--- src/rtl/cricket_pkg.sv ---
// Shared types and constants for the cricket match controller.
// Optional extras handling is compiled in when CRICKET_EXTRAS_EN is defined.
package cricket_pkg;

    // Match controller states
    typedef enum logic [2:0] {
        ST_IDLE  = 3'd0,
        ST_INN1  = 3'd1,
        ST_BREAK = 3'd2,
        ST_INN2  = 3'd3,
        ST_DONE  = 3'd4
    } state_e;

    // Winner encodings
    localparam logic [1:0] WIN_NONE  = 2'b00;
    localparam logic [1:0] WIN_TEAM0 = 2'b01;
    localparam logic [1:0] WIN_TEAM1 = 2'b10;
    localparam logic [1:0] WIN_TIE   = 2'b11;

    // Default configuration constants
    localparam int DEF_BALLS_PER_INNINGS = 120;
    localparam int DEF_MAX_WICKETS       = 10;
    localparam int DEF_BREAK_CYCLES      = 4;

    // Largest representable run total
    localparam logic [9:0] RUNS_MAX = 10'd1023;

endpackage

--- src/rtl/cricket_innings_counter.sv ---
// Per-innings accumulator: runs (saturating), wickets and legal balls, plus
// end-of-innings flags evaluated on the values the accepted ball produces.
// When CRICKET_EXTRAS_EN is defined, wides/no-balls add runs+1 and are not legal.
module cricket_innings_counter
    import cricket_pkg::*;
#(
    parameter int BALLS_PER_INNINGS = DEF_BALLS_PER_INNINGS,
    parameter int MAX_WICKETS       = DEF_MAX_WICKETS
) (
    input  logic       clk,
    input  logic       rst,
    input  logic       clr,
    input  logic       ball_acc,
    input  logic [2:0] ball_runs,
    input  logic       ball_wicket,
    input  logic       ball_extra,
    input  logic       chase_en,
    input  logic [9:0] target,
    output logic [9:0] runs,
    output logic [3:0] wickets,
    output logic [6:0] ball_count,
    output logic [9:0] runs_nxt,
    output logic       limit_hit,
    output logic       chase_hit
);

    logic [9:0]  runs_q, runs_d;
    logic [3:0]  wickets_q, wickets_d;
    logic [6:0]  balls_q, balls_d;
    logic [2:0]  runs_eff_s;
    logic [10:0] add_s;
    logic [10:0] sum_s;
    logic        legal_s;
    logic [3:0]  wk_nxt_s;
    logic [6:0]  balls_nxt_s;

`ifndef CRICKET_EXTRAS_EN
    logic unused_extra_s;
    assign unused_extra_s = ball_extra;
`endif

    // Next-value computation for an accepted ball and end-condition flags
    always_comb begin
        runs_eff_s = (ball_runs == 3'd7) ? 3'd6 : ball_runs;
        legal_s    = 1'b1;
        add_s      = {8'd0, runs_eff_s};
`ifdef CRICKET_EXTRAS_EN
        if (ball_extra) begin
            legal_s = 1'b0;
            add_s   = {8'd0, runs_eff_s} + 11'd1;
        end else begin
            legal_s = 1'b1;
        end
`endif
        sum_s    = {1'b0, runs_q} + add_s;
        runs_nxt = sum_s[10] ? RUNS_MAX : sum_s[9:0];

        wk_nxt_s = wickets_q;
        if (legal_s && ball_wicket && (wickets_q != 4'd15)) begin
            wk_nxt_s = wickets_q + 4'd1;
        end else begin
            wk_nxt_s = wickets_q;
        end

        balls_nxt_s = balls_q;
        if (legal_s && (balls_q != 7'd127)) begin
            balls_nxt_s = balls_q + 7'd1;
        end else begin
            balls_nxt_s = balls_q;
        end

        limit_hit = ball_acc && legal_s &&
                    ((balls_nxt_s == 7'(BALLS_PER_INNINGS)) ||
                     (wk_nxt_s == 4'(MAX_WICKETS)));
        chase_hit = ball_acc && chase_en && (runs_nxt >= target);

        runs_d    = runs_q;
        wickets_d = wickets_q;
        balls_d   = balls_q;
        if (clr) begin
            runs_d    = 10'd0;
            wickets_d = 4'd0;
            balls_d   = 7'd0;
        end else if (ball_acc) begin
            runs_d    = runs_nxt;
            wickets_d = wk_nxt_s;
            balls_d   = balls_nxt_s;
        end else begin
            runs_d    = runs_q;
            wickets_d = wickets_q;
            balls_d   = balls_q;
        end
    end

    // Total registers with synchronous reset
    always_ff @(posedge clk) begin
        if (rst) begin
            runs_q    <= 10'd0;
            wickets_q <= 4'd0;
            balls_q   <= 7'd0;
        end else begin
            runs_q    <= runs_d;
            wickets_q <= wickets_d;
            balls_q   <= balls_d;
        end
    end

    assign runs       = runs_q;
    assign wickets    = wickets_q;
    assign ball_count = balls_q;

endmodule

--- src/rtl/cricket_match_ctrl.sv ---
// Two-innings limited-overs match controller.
// Define CRICKET_EXTRAS_EN to enable wide/no-ball handling in the innings counter.
module cricket_match_ctrl
    import cricket_pkg::*;
#(
    parameter int BALLS_PER_INNINGS = DEF_BALLS_PER_INNINGS,
    parameter int MAX_WICKETS       = DEF_MAX_WICKETS,
    parameter int BREAK_CYCLES      = DEF_BREAK_CYCLES
) (
    input  logic       clk,
    input  logic       rst,
    input  logic       start,
    input  logic       ball_valid,
    output logic       ball_ready,
    input  logic [2:0] ball_runs,
    input  logic       ball_wicket,
    input  logic       ball_extra,
    output logic       team,
    output logic [9:0] runs,
    output logic [3:0] wickets,
    output logic [6:0] ball_count,
    output logic [9:0] target,
    output logic       innings_over,
    output logic       game_over,
    output logic [1:0] winner
);

    localparam int BRK_W = (BREAK_CYCLES > 1) ? $clog2(BREAK_CYCLES) : 1;
    localparam logic [BRK_W-1:0] BRK_LAST = BRK_W'(BREAK_CYCLES - 1);

    state_e           state_q, state_d;
    logic [BRK_W-1:0] brk_cnt_q, brk_cnt_d;
    logic [9:0]       target_q, target_d;
    logic             team_q, team_d;
    logic [1:0]       winner_q, winner_d;
    logic             game_over_q, game_over_d;
    logic             innings_over_q, innings_over_d;

    logic       ball_acc_s;
    logic       cnt_clr_s;
    logic       chase_en_s;
    logic [9:0] runs_nxt_s;
    logic       limit_hit_s;
    logic       chase_hit_s;

    assign ball_ready = (state_q == ST_INN1) || (state_q == ST_INN2);
    assign ball_acc_s = ball_valid && ball_ready;
    assign chase_en_s = (state_q == ST_INN2);

    cricket_innings_counter #(
        .BALLS_PER_INNINGS(BALLS_PER_INNINGS),
        .MAX_WICKETS      (MAX_WICKETS)
    ) u_counter (
        .clk        (clk),
        .rst        (rst),
        .clr        (cnt_clr_s),
        .ball_acc   (ball_acc_s),
        .ball_runs  (ball_runs),
        .ball_wicket(ball_wicket),
        .ball_extra (ball_extra),
        .chase_en   (chase_en_s),
        .target     (target_q),
        .runs       (runs),
        .wickets    (wickets),
        .ball_count (ball_count),
        .runs_nxt   (runs_nxt_s),
        .limit_hit  (limit_hit_s),
        .chase_hit  (chase_hit_s)
    );

    // Next-state and registered-output logic for the match sequence
    always_comb begin
        state_d        = state_q;
        brk_cnt_d      = brk_cnt_q;
        target_d       = target_q;
        team_d         = team_q;
        winner_d       = winner_q;
        game_over_d    = game_over_q;
        innings_over_d = 1'b0;
        cnt_clr_s      = 1'b0;
        case (state_q)
            ST_IDLE, ST_DONE: begin
                if (start) begin
                    state_d     = ST_INN1;
                    target_d    = 10'd0;
                    team_d      = 1'b0;
                    winner_d    = WIN_NONE;
                    game_over_d = 1'b0;
                    cnt_clr_s   = 1'b1;
                end else begin
                    state_d = state_q;
                end
            end
            ST_INN1: begin
                if (limit_hit_s) begin
                    state_d        = ST_BREAK;
                    brk_cnt_d      = '0;
                    innings_over_d = 1'b1;
                    // Saturate so a maxed-out first innings cannot wrap the target
                    target_d       = (runs_nxt_s == RUNS_MAX) ? RUNS_MAX
                                                              : runs_nxt_s + 10'd1;
                end else begin
                    state_d = ST_INN1;
                end
            end
            ST_BREAK: begin
                if (brk_cnt_q == BRK_LAST) begin
                    state_d   = ST_INN2;
                    team_d    = 1'b1;
                    cnt_clr_s = 1'b1;
                    brk_cnt_d = '0;
                end else begin
                    brk_cnt_d = brk_cnt_q + BRK_W'(1);
                end
            end
            ST_INN2: begin
                if (limit_hit_s || chase_hit_s) begin
                    state_d        = ST_DONE;
                    innings_over_d = 1'b1;
                    game_over_d    = 1'b1;
                    if (runs_nxt_s >= target_q) begin
                        winner_d = WIN_TEAM1;
                    end else if (runs_nxt_s == (target_q - 10'd1)) begin
                        winner_d = WIN_TIE;
                    end else begin
                        winner_d = WIN_TEAM0;
                    end
                end else begin
                    state_d = ST_INN2;
                end
            end
            default: begin
                state_d = ST_IDLE;
            end
        endcase
    end

    // Match-level registers with synchronous reset
    always_ff @(posedge clk) begin
        if (rst) begin
            state_q        <= ST_IDLE;
            brk_cnt_q      <= '0;
            target_q       <= 10'd0;
            team_q         <= 1'b0;
            winner_q       <= WIN_NONE;
            game_over_q    <= 1'b0;
            innings_over_q <= 1'b0;
        end else begin
            state_q        <= state_d;
            brk_cnt_q      <= brk_cnt_d;
            target_q       <= target_d;
            team_q         <= team_d;
            winner_q       <= winner_d;
            game_over_q    <= game_over_d;
            innings_over_q <= innings_over_d;
        end
    end

    assign team         = team_q;
    assign target       = target_q;
    assign winner       = winner_q;
    assign game_over    = game_over_q;
    assign innings_over = innings_over_q;

endmodule

--- config.mk ---
export PLATFORM = sky130hd
export DESIGN_NAME = cricket_match_ctrl
export DESIGN_NICKNAME = d
export VERILOG_FILES = /design/src/rtl/cricket_pkg.sv /design/src/rtl/cricket_innings_counter.sv /design/src/rtl/cricket_match_ctrl.sv
export SDC_FILE = /design/constraint.sdc
export NUM_CORES = 1
export LEC_CHECK = 0
export ABC_AREA = 1
export BUFFER_PORTS_ARGS = -buffer_cell sky130_fd_sc_hd__buf_2
export CORE_MARGIN = 1.5
export CORE_UTILIZATION = 35
export DETAILED_ROUTE_END_ITERATION = 12
export GPL_TIMING_DRIVEN = 0
export PLACE_DENSITY = 0.57
export SLEW_MARGIN = 30
export SYNTH_ARGS = -nofsm -noshare
export SYNTH_HDL_FRONTEND = slang
export SYNTH_SLANG_ARGS = --single-unit
--- constraint.sdc ---
create_clock -name clk -period 4.3 [get_ports clk]
set_input_delay 0.86 -clock clk [delete_from_list [all_inputs] [get_ports clk]]
set_output_delay 0.86 -clock clk [all_outputs]
set_load 0.1 [all_outputs]
==> results of run 1 <==
-- flip-flops by register name, indices dropped and copies added (netlist names) --
register / count
brk_cnt_q: 2
game_over: 1
state_q: 3
winner: 2
u_counter.ball_count: 7
target: 10
team: 1
innings_over: 1
u_counter.runs: 10
u_counter.wickets: 4
-- tightest hold or removal path, delay by kind of cell, from the launching register on --
family | cells | cell delay, ns
and+or+nand+nor | 2 | 0.10
DFF | 1 | 0.32
-- stage by stage --
step / power (uW) / setup WS, ns / hold slack (ns) / utilization / cells
final: 936 / 0.621 / 0.467 / 0.415 / 652
after global routing: 988 / 0.220 / 0.497 / 0.415 / 652
after CTS: 952 / 0.616 / 0.468 / 0.415 / 652
after detailed placement: 621 / 0.297 / 0.453 / 0.402 / 644
after global placement: 619 / 0.331 / 0.457 / 0.402 / 644
after floorplan: 578 / 0.892 / 0.433 / - / 493
-- Yosys cell counts (all sizes together) --
library cell / instances / share of area
a21boi: 1 / 0.0024
a21oi: 40 / 0.075
buf: 3 / 0.0075
clkbuf: 8 / 0.0095
clkinv: 1 / 0.0012
dfxtp: 41 / 0.26
fa: 1 / 0.0063
ha: 18 / 0.071
inv: 72 / 0.085
nand2: 129 / 0.17
nand3: 59 / 0.096
nand3b: 1 / 0.0024
nand4: 12 / 0.028
nor2: 53 / 0.080
nor3: 5 / 0.011
o211a: 1 / 0.0032
o211ai: 4 / 0.0095
o21a: 1 / 0.0024
o21ai: 30 / 0.047
o21bai: 1 / 0.0024
xnor2: 3 / 0.0083
xor2: 9 / 0.025
-- where the power goes --
part | leakage, uW | switching [uW] | internal [uW]
clock network | 0.0000554 | 150 | 175
logic | 0.00149 | 159 | 52.0
registers | 0.000332 | 12.0 | 389
-- logic make-up (layout without fill, tap and decap cells) --
| family | after synthesis | in the layout | synth area share |
|---|---|---|---|
| simple gates | 259 | 259 | 0.386 |
| compound gates | 78 | 78 | 0.142 |
| xor+xnor | 12 | 12 | 0.0331 |
| buf+inv | 84 | 135 | 0.103 |
| fa+ha+maj | 19 | 19 | 0.0772 |
| flops | 41 | 41 | 0.258 |
-- cells in the final DEF (no fill, tap or decap), drive strengths merged --
master  netlist  final
nand2       129    129
inv          72     72
nand3        59     59
nor2         53     53
buf           3     46
dfxtp        41     41
a21oi        40     40
o21ai        30     30
ha           18     18
clkbuf        8     14
nand4        12     12
xor2          9      9
nor3          5      5
o211ai        4      4
xnor2         3      3
clkinv        1      2
a21boi        1      1
o21bai        1      1
o211a         1      1
o21a          1      1
nand3b        1      1
fa            1      1
bufinv        0      1
-- per-layer routing --
layer	global-route usage	vias up
met2	0.305	57
met1	0.224	1398
met4	0.0531	0
li1	-	1704
met3	0.0308	7
met5	0	-
-- worst max path at each step --
stage	endpoint	depth (start not counted)
2_1_floorplan	winner[1]	20
3_3_place_gp	winner[1]	20
3_5_place_dp	winner[1]	20
4_1_cts	winner[1]	20
5_1_grt	winner[0]	22
6_report	winner[1]	20
-- layout make-up --
class	count	area, sq um	share of cell area
Multi-Input combinational cell	368	2030	0.557
Sequential cell	41	821	0.226
Inverter	73	274	0.0753
Timing Repair Buffer	43	215	0.0592
Tap cell	108	135	0.0372
Clock buffer	6	72.6	0.0200
Buffer	11	53.8	0.0148
Clock inverter	2	38.8	0.0107
==> run summary, run 1 <==
The aggregate global-route resource usage came out at 0.176. The count of nets after finishing is 571. In this run the deepest clock path goes through 2 buffers. The cell area after synthesis is 3180 sq um.

The final count of negative-setup-slack endpoints is 0. The synthesis warning total came out at 0. After detailed routing, the total wire length is 8120 um. The number of cell instances on the worst register-to-register path came out at 18. The total setup buffers inserted after CTS came out at 0.

The flow ran to the end, and the final reports show no timing, DRC or antenna violations. Counting instances, the worst hold path has a depth of 2. Gates resized during post-CTS repair numbered 0. The floorplan die area came out at 9650 sq um. In the routed design, unresolved DRC markers number 0.

The congestion estimate from routability-driven global placement came to 0.863. In this run the most critical hold path is launched from game_over. The worst clock skew came out at 0.00874 ns. The length of routed met3 wiring came out at 368 um. The number of levels the H-tree was split into is 2. The area growth from synthesis to layout is 14.5%. The via count came out at 3166.

After clock tree synthesis, the flow added hold-fix buffers numbering 0. The count of routing violations after the opening detailed-route iteration is 87. In this run the worst hold path is classified as reg -> reg. From bottom edge to top edge, the die measures 98.3 um. The worst register-to-register path begins at u_counter.runs[0]. 0 antenna diodes ended up in the layout. The count of final hold-check violations is 0. The startpoint type of the worst setup path is an input port.

Timing would allow up to 272 MHz. The number of different library cells in the post-synthesis netlist came out at 36. After routing the design area is 3640 sq um. The die is 98.3 um wide.

The transition time of the tightest slew-check pin came out at 0.645 ns. The vias per cell is 4.86. The layout cell share with drive strength beyond 1 is 0.160. The maximum number of pins on one net before global-route repair came out at 14. The worst hold path terminates at game_over. Counting every instance in the synthesized netlist gives 493. The clock insertion delay at the later pin of the skew report is 0.30 ns. The buffering stage count on the worst path with inverters included came out at 4. The startpoint of the most critical setup path is ball_runs[0].

Clock-pin slew was measured on the worst setup and hold paths at 0.09 ns. The delay of the slowest critical-path stage is 0.44 ns. In this run the standard cell core region covers 8760 sq um. Traced cell by cell, the critical path runs through buf_2 -> a21boi_0 -> ha_1 -> fa_1 -> nand2_1 -> nand2_2 -> nand4_4 -> inv_1 -> nor2_1 -> ha_1 -> inv_1 -> nor3_1 -> nand4_1 -> nand4_1 -> nand2_1 -> nand3_1 -> nand2_1 -> inv_1 -> nand2_1 -> a21oi_1. The number of placed I/O pins came out at 46. The worst register-to-register path ends at winner[1]. After routing, the total negative slack on setup checks comes to 0 ns. The total length of routed met2 wires is 3800 um. The worst-path maximum fanout came out at 6.

The number of antenna violations at the first check in global routing is 0. The number of placement rows is 34. The total power per unit cell area is 257 nW/um^2. The number of maximum-capacitance constraint violations came out at 0. TritonCTS built the clock tree. The first global-routing pass estimated 13900 um of wire.

Grouping stages by cell kind, the critical path spends the most delay in simple AND/OR/NAND/NOR gates. The post-synthesis sequential area ratio came out at 0.258. The met1 wire length is 3850 um.

The detailed-route wire length per cell is 12.5 um. The analysis attributes to cell leakage a power of 0.00188 uW. The worst slew margin relative to its limit came out at 0.570.

The initial cell density of the core came out at 0.362. When the netlist entered floorplanning its net count stood at 521. The number of global-route vias before repair came out at 3070. IR analysis of the VDD net gives a maximum drop of 0.0000994 V.

The count of state elements after synthesis came out at 41. The count of filler cells inserted in the layout came out at 983. During placement, the flow inserted port buffers numbering 43.

The endpoint required time on the critical path came out at 4.46 ns. The critical path is of the in -> reg type. Dividing the final minimum period by the clock period gives 0.856. The clock sink total came out at 41. The final period demand of the worst path is 3.68 ns. The first-pass detailed-route iteration total is 4. Among all stages on the critical path, the largest delay is contributed by fa_1.

The total grt overflow is 0. In this run the remaining antenna-violating nets after routing total 0. The max-slew violation count is 0.

The cell seen most often among critical-path stages is nand2_1. The critical path data arrival time is 3.84 ns. The placed instances occupy a cell area of 3530 sq um. The average footprint of a synthesized cell came out at 6.44 sq um.

The flop-to-flop setup slack came out at 1.04 ns. The tree is rooted in a clkbuf_8. STA classifies the critical path endpoint as a flop. TritonCTS created 5 clock buffers.

The sum of net half-perimeters after detailed placement is 6530 um. Setup repair after global routing left no endpoint under its margin. The detailed router used layers up to and including met4.
Power figures use the tool's default switching activity.
==> inputs of run 2 (changes only) <==
- ABC_AREA: 1 -> not set
- PLACE_DENSITY: 0.57 -> 0.58
==> run summary, run 2 <==
The run finished with clean final reports. The count of routing violations after the opening detailed-route iteration is 76 (-13%). The cell area after synthesis is 2850 sq um (-10%). The aggregate global-route resource usage came to 0.174 (-0.00213). The DRC violation count after routing is 0 (unchanged). The startpoint type of the worst setup path is an input port.

The first-pass detailed-route iteration total came to 4 (unchanged). The initial cell density of the core is 0.366 (+0.00318). In the post-synthesis netlist, the biggest area contributors are dfxtp_1 29%, ha_1 7.9%, nor2_1 5.3%. The worst slew margin relative to its limit is 0.538 (-0.0320). The quantity of I/O buffers inserted on ports is 44 (+2.3%). The class of the tightest hold or removal check is reg -> reg. The number of antenna violations at the first check in global routing came to 0 (unchanged).

The sum of net half-perimeters after detailed placement came out at 5680 um (-13%). After synthesis, the most frequently instantiated cells are 41 x dfxtp_1, 40 x nor2_1, 30 x nand2_1. The top-area cell type share of the netlist area is 0.288 (+0.0291). The number of hold buffers added after cts is 0 (unchanged). The final RePlAce weighted congestion came out at 0.873 (+1.1%). The count of state elements after synthesis is 41 (unchanged).

The clock edge transition at the registers on the reported setup and hold paths came to 0.08 ns (about the same). The average footprint of a synthesized cell came out at 7.91 sq um (+23%). The critical path data arrival time came to 4.37 ns (+0.53 ns). The vias per cell came out at 5.37 (+10%). The accumulated negative setup slack is 0 ns (unchanged). The final routed wirelength across all metal layers came out at 7380 um (-9.1%). TritonCTS built the clock tree.

The library cell contributing the largest single delay on the critical path is fa_1. The final period demand of the worst path is 4.13 ns (+0.456 ns). The clock sink total was 41 (unchanged).

The clock insertion delay at the later pin of the skew report came out at 0.31 ns (about the same). The count of filler cells inserted in the layout came to 842 (-14%). The post-synthesis sequential area ratio came out at 0.288 (+0.0291). The power after layout came to 757 uW (-19%).

The worst setup path is of the in -> reg kind. The horizontal die dimension came out at 93.3 um (-5.0%). The core footprint is 7810 sq um (-11%). The final clock period utilization by the worst path is 0.962 (+0.106). The detailed-route wire length per cell was 14.3 um (+15%). The total power per unit cell area is 229 nW/um^2 (-11%). The number of diodes added for antenna fixing is 0 (unchanged). The worst-path maximum fanout came to 7 (+1). The max-slew violation count came out at 0 (unchanged). dfxtp_1 takes more of the synthesized area than any other cell. The transition time of the tightest slew-check pin is 0.674 ns (+0.0288 ns). The floorplan die area came out at 8700 sq um (-9.8%).

The number of placed I/O pins came to 46 (unchanged). The number of global-route vias before repair is 2549 (-17%). The layout cell share with drive strength beyond 1 is 0.167 (+0.00714).

The maximum clock frequency is 242 MHz (-11%). The worst vdd rail ir drop came out at 0.000150 V (+51%). The count of nets after finishing came out at 440 (-23%). The height of the die was 93.3 um (-5.0%).

The number of levels the H-tree was split into came to 2 (unchanged). The worst clock skew came out at 0.00700 ns (-0.00175 ns). The root buffer cell chosen for the clock tree is clkbuf_8. The total grt overflow is 0 (unchanged). The leakage power is 0.00134 uW (-28%).

The wire length of the first global-routing pass came to 12100 um (-13%). The final count of negative-setup-slack endpoints came out at 0 (unchanged). The worst setup path is captured at a flop. The share of synthesized flip-flops with an asynchronous set or reset came out at 0 (unchanged).

The critical path goes through buf_2 -> a21boi_0 -> ha_1 -> fa_1 -> a21oi_4 -> o31ai_1 -> mux2i_2 -> inv_2 -> ha_1 -> a2111oi_0 -> o211ai_1 -> and2_1 -> or3_1 -> a21oi_1. The maximum clock insertion buffer count is 2 (unchanged). The smallest hold slack is 0.458 ns (-0.00872 ns). The synthesis warning total came to 0 (unchanged).

The number of placement rows is 32 (-5.9%). The post-synthesis net count is 389 (-25%). The endpoint required time on the critical path is 4.54 ns (+0.08 ns).

The area added between synthesis and finish came out at 15.9%. The most frequent standard cell in the layout excluding fill and tap cells is buf_2. The cell that appears most often on the critical path is ha_1. By instance count, the leading cell after synthesis is dfxtp_1.

The number of maximum-capacitance constraint violations came out at 0 (unchanged). In the synthesized netlist the dominant register cell turns out to be dfxtp_1. The via count came out at 2763 (-13%). The count of final hold-check violations came out at 0 (unchanged). The final antenna-violating net count was 0 (unchanged). The count of flip-flops with a built-in enable after synthesis is 0 (unchanged). Setup repair after global routing left no endpoint under its margin. The instance count of the mapped netlist came out at 361 (-27%). The delay of the slowest critical-path stage is 0.47 ns (+0.03 ns). The number of different library cells in the post-synthesis netlist is 58 (+61%). The number of buffers created by CTS is 5 (unchanged). In the layout the commonest cells are 46 x buf_2, 41 x dfxtp_1, 40 x nor2_1. The maximum number of pins on one net before global-route repair is 14 (unchanged).
-- run 2: layout make-up --
cell class | instances | area (sq um) | share of cell area
multi-input combinational | 281 | 1900 | 0.575
inverter | 27 | 101 | 0.0306
tap | 102 | 128 | 0.0386
clock inverter | 2 | 15.0 | 0.00454
sequential | 41 | 821 | 0.248
clock buffer | 6 | 72.6 | 0.0219
timing repair buffer | 44 | 220 | 0.0666
buffer | 12 | 47.5 | 0.0144
-- run 2: worst paths after layout --
kind | to | cells past startpoint | slack, ns | startpoint
max | winner[0] | 14 | 0.17 | ball_runs[0]
min | game_over | 2 | 0.46 | game_over
max reg2reg | winner[0] | 12 | 0.58 | u_counter.runs[0]
min reg2reg | game_over | 2 | 0.46 | game_over
-- run 2: worst max-delay path: cells and delay by family --
kind / cells / cell delay (ns)
mux: 1 / 0.35
compound gates: 6 / 1.30
fa+ha+maj: 3 / 1.01
simple gates: 2 / 0.60
buf+inv: 2 / 0.24
-- run 2: power breakdown --
group,internal (uW),switching (uW),leakage (uW)
clock network,115,149,0.0000374
registers,382,3.13,0.000331
logic,31.8,76.1,0.000975
-- run 2: through the flow --
step	worst slack, ns	area [sq um]	std cells	util
after detailed placement	-0.204	3200	507	0.410
after global routing	0.0438	3310	515	0.424
after global placement	-0.196	3200	507	0.410
after CTS	0.104	3290	515	0.421
after floorplan	0.347	2850	361	-
final	0.165	3310	515	0.424
-- run 2: logic make-up after synthesis --
family,Yosys count,synth area share
flip-flops,41,0.288
AND/OR/NAND/NOR,146,0.260
adder cells (fa/ha/maj),19,0.0859
AO/OA/AOI/OAI,87,0.210
buffers and inverters,39,0.0522
multiplexers,11,0.0447
XOR/XNOR,18,0.0601
-- run 2: repair_timing --
action | CTS | global route
hold endpoints to repair | 0 | 0
setup buffers | 0 | 0
resized for setup | 0 | 3
endpoints found under the setup margin | 0 | 6
-- run 2: per-layer routing --
metal / GRT usage / vias up / wire length, um
met4: 0.0518 / 0 / 92
met3: 0.0325 / 9 / 292
met2: 0.278 / 52 / 3320
met1: 0.237 / 1288 / 3670
li1: - / 1414 / -
met5: 0 / - / 0
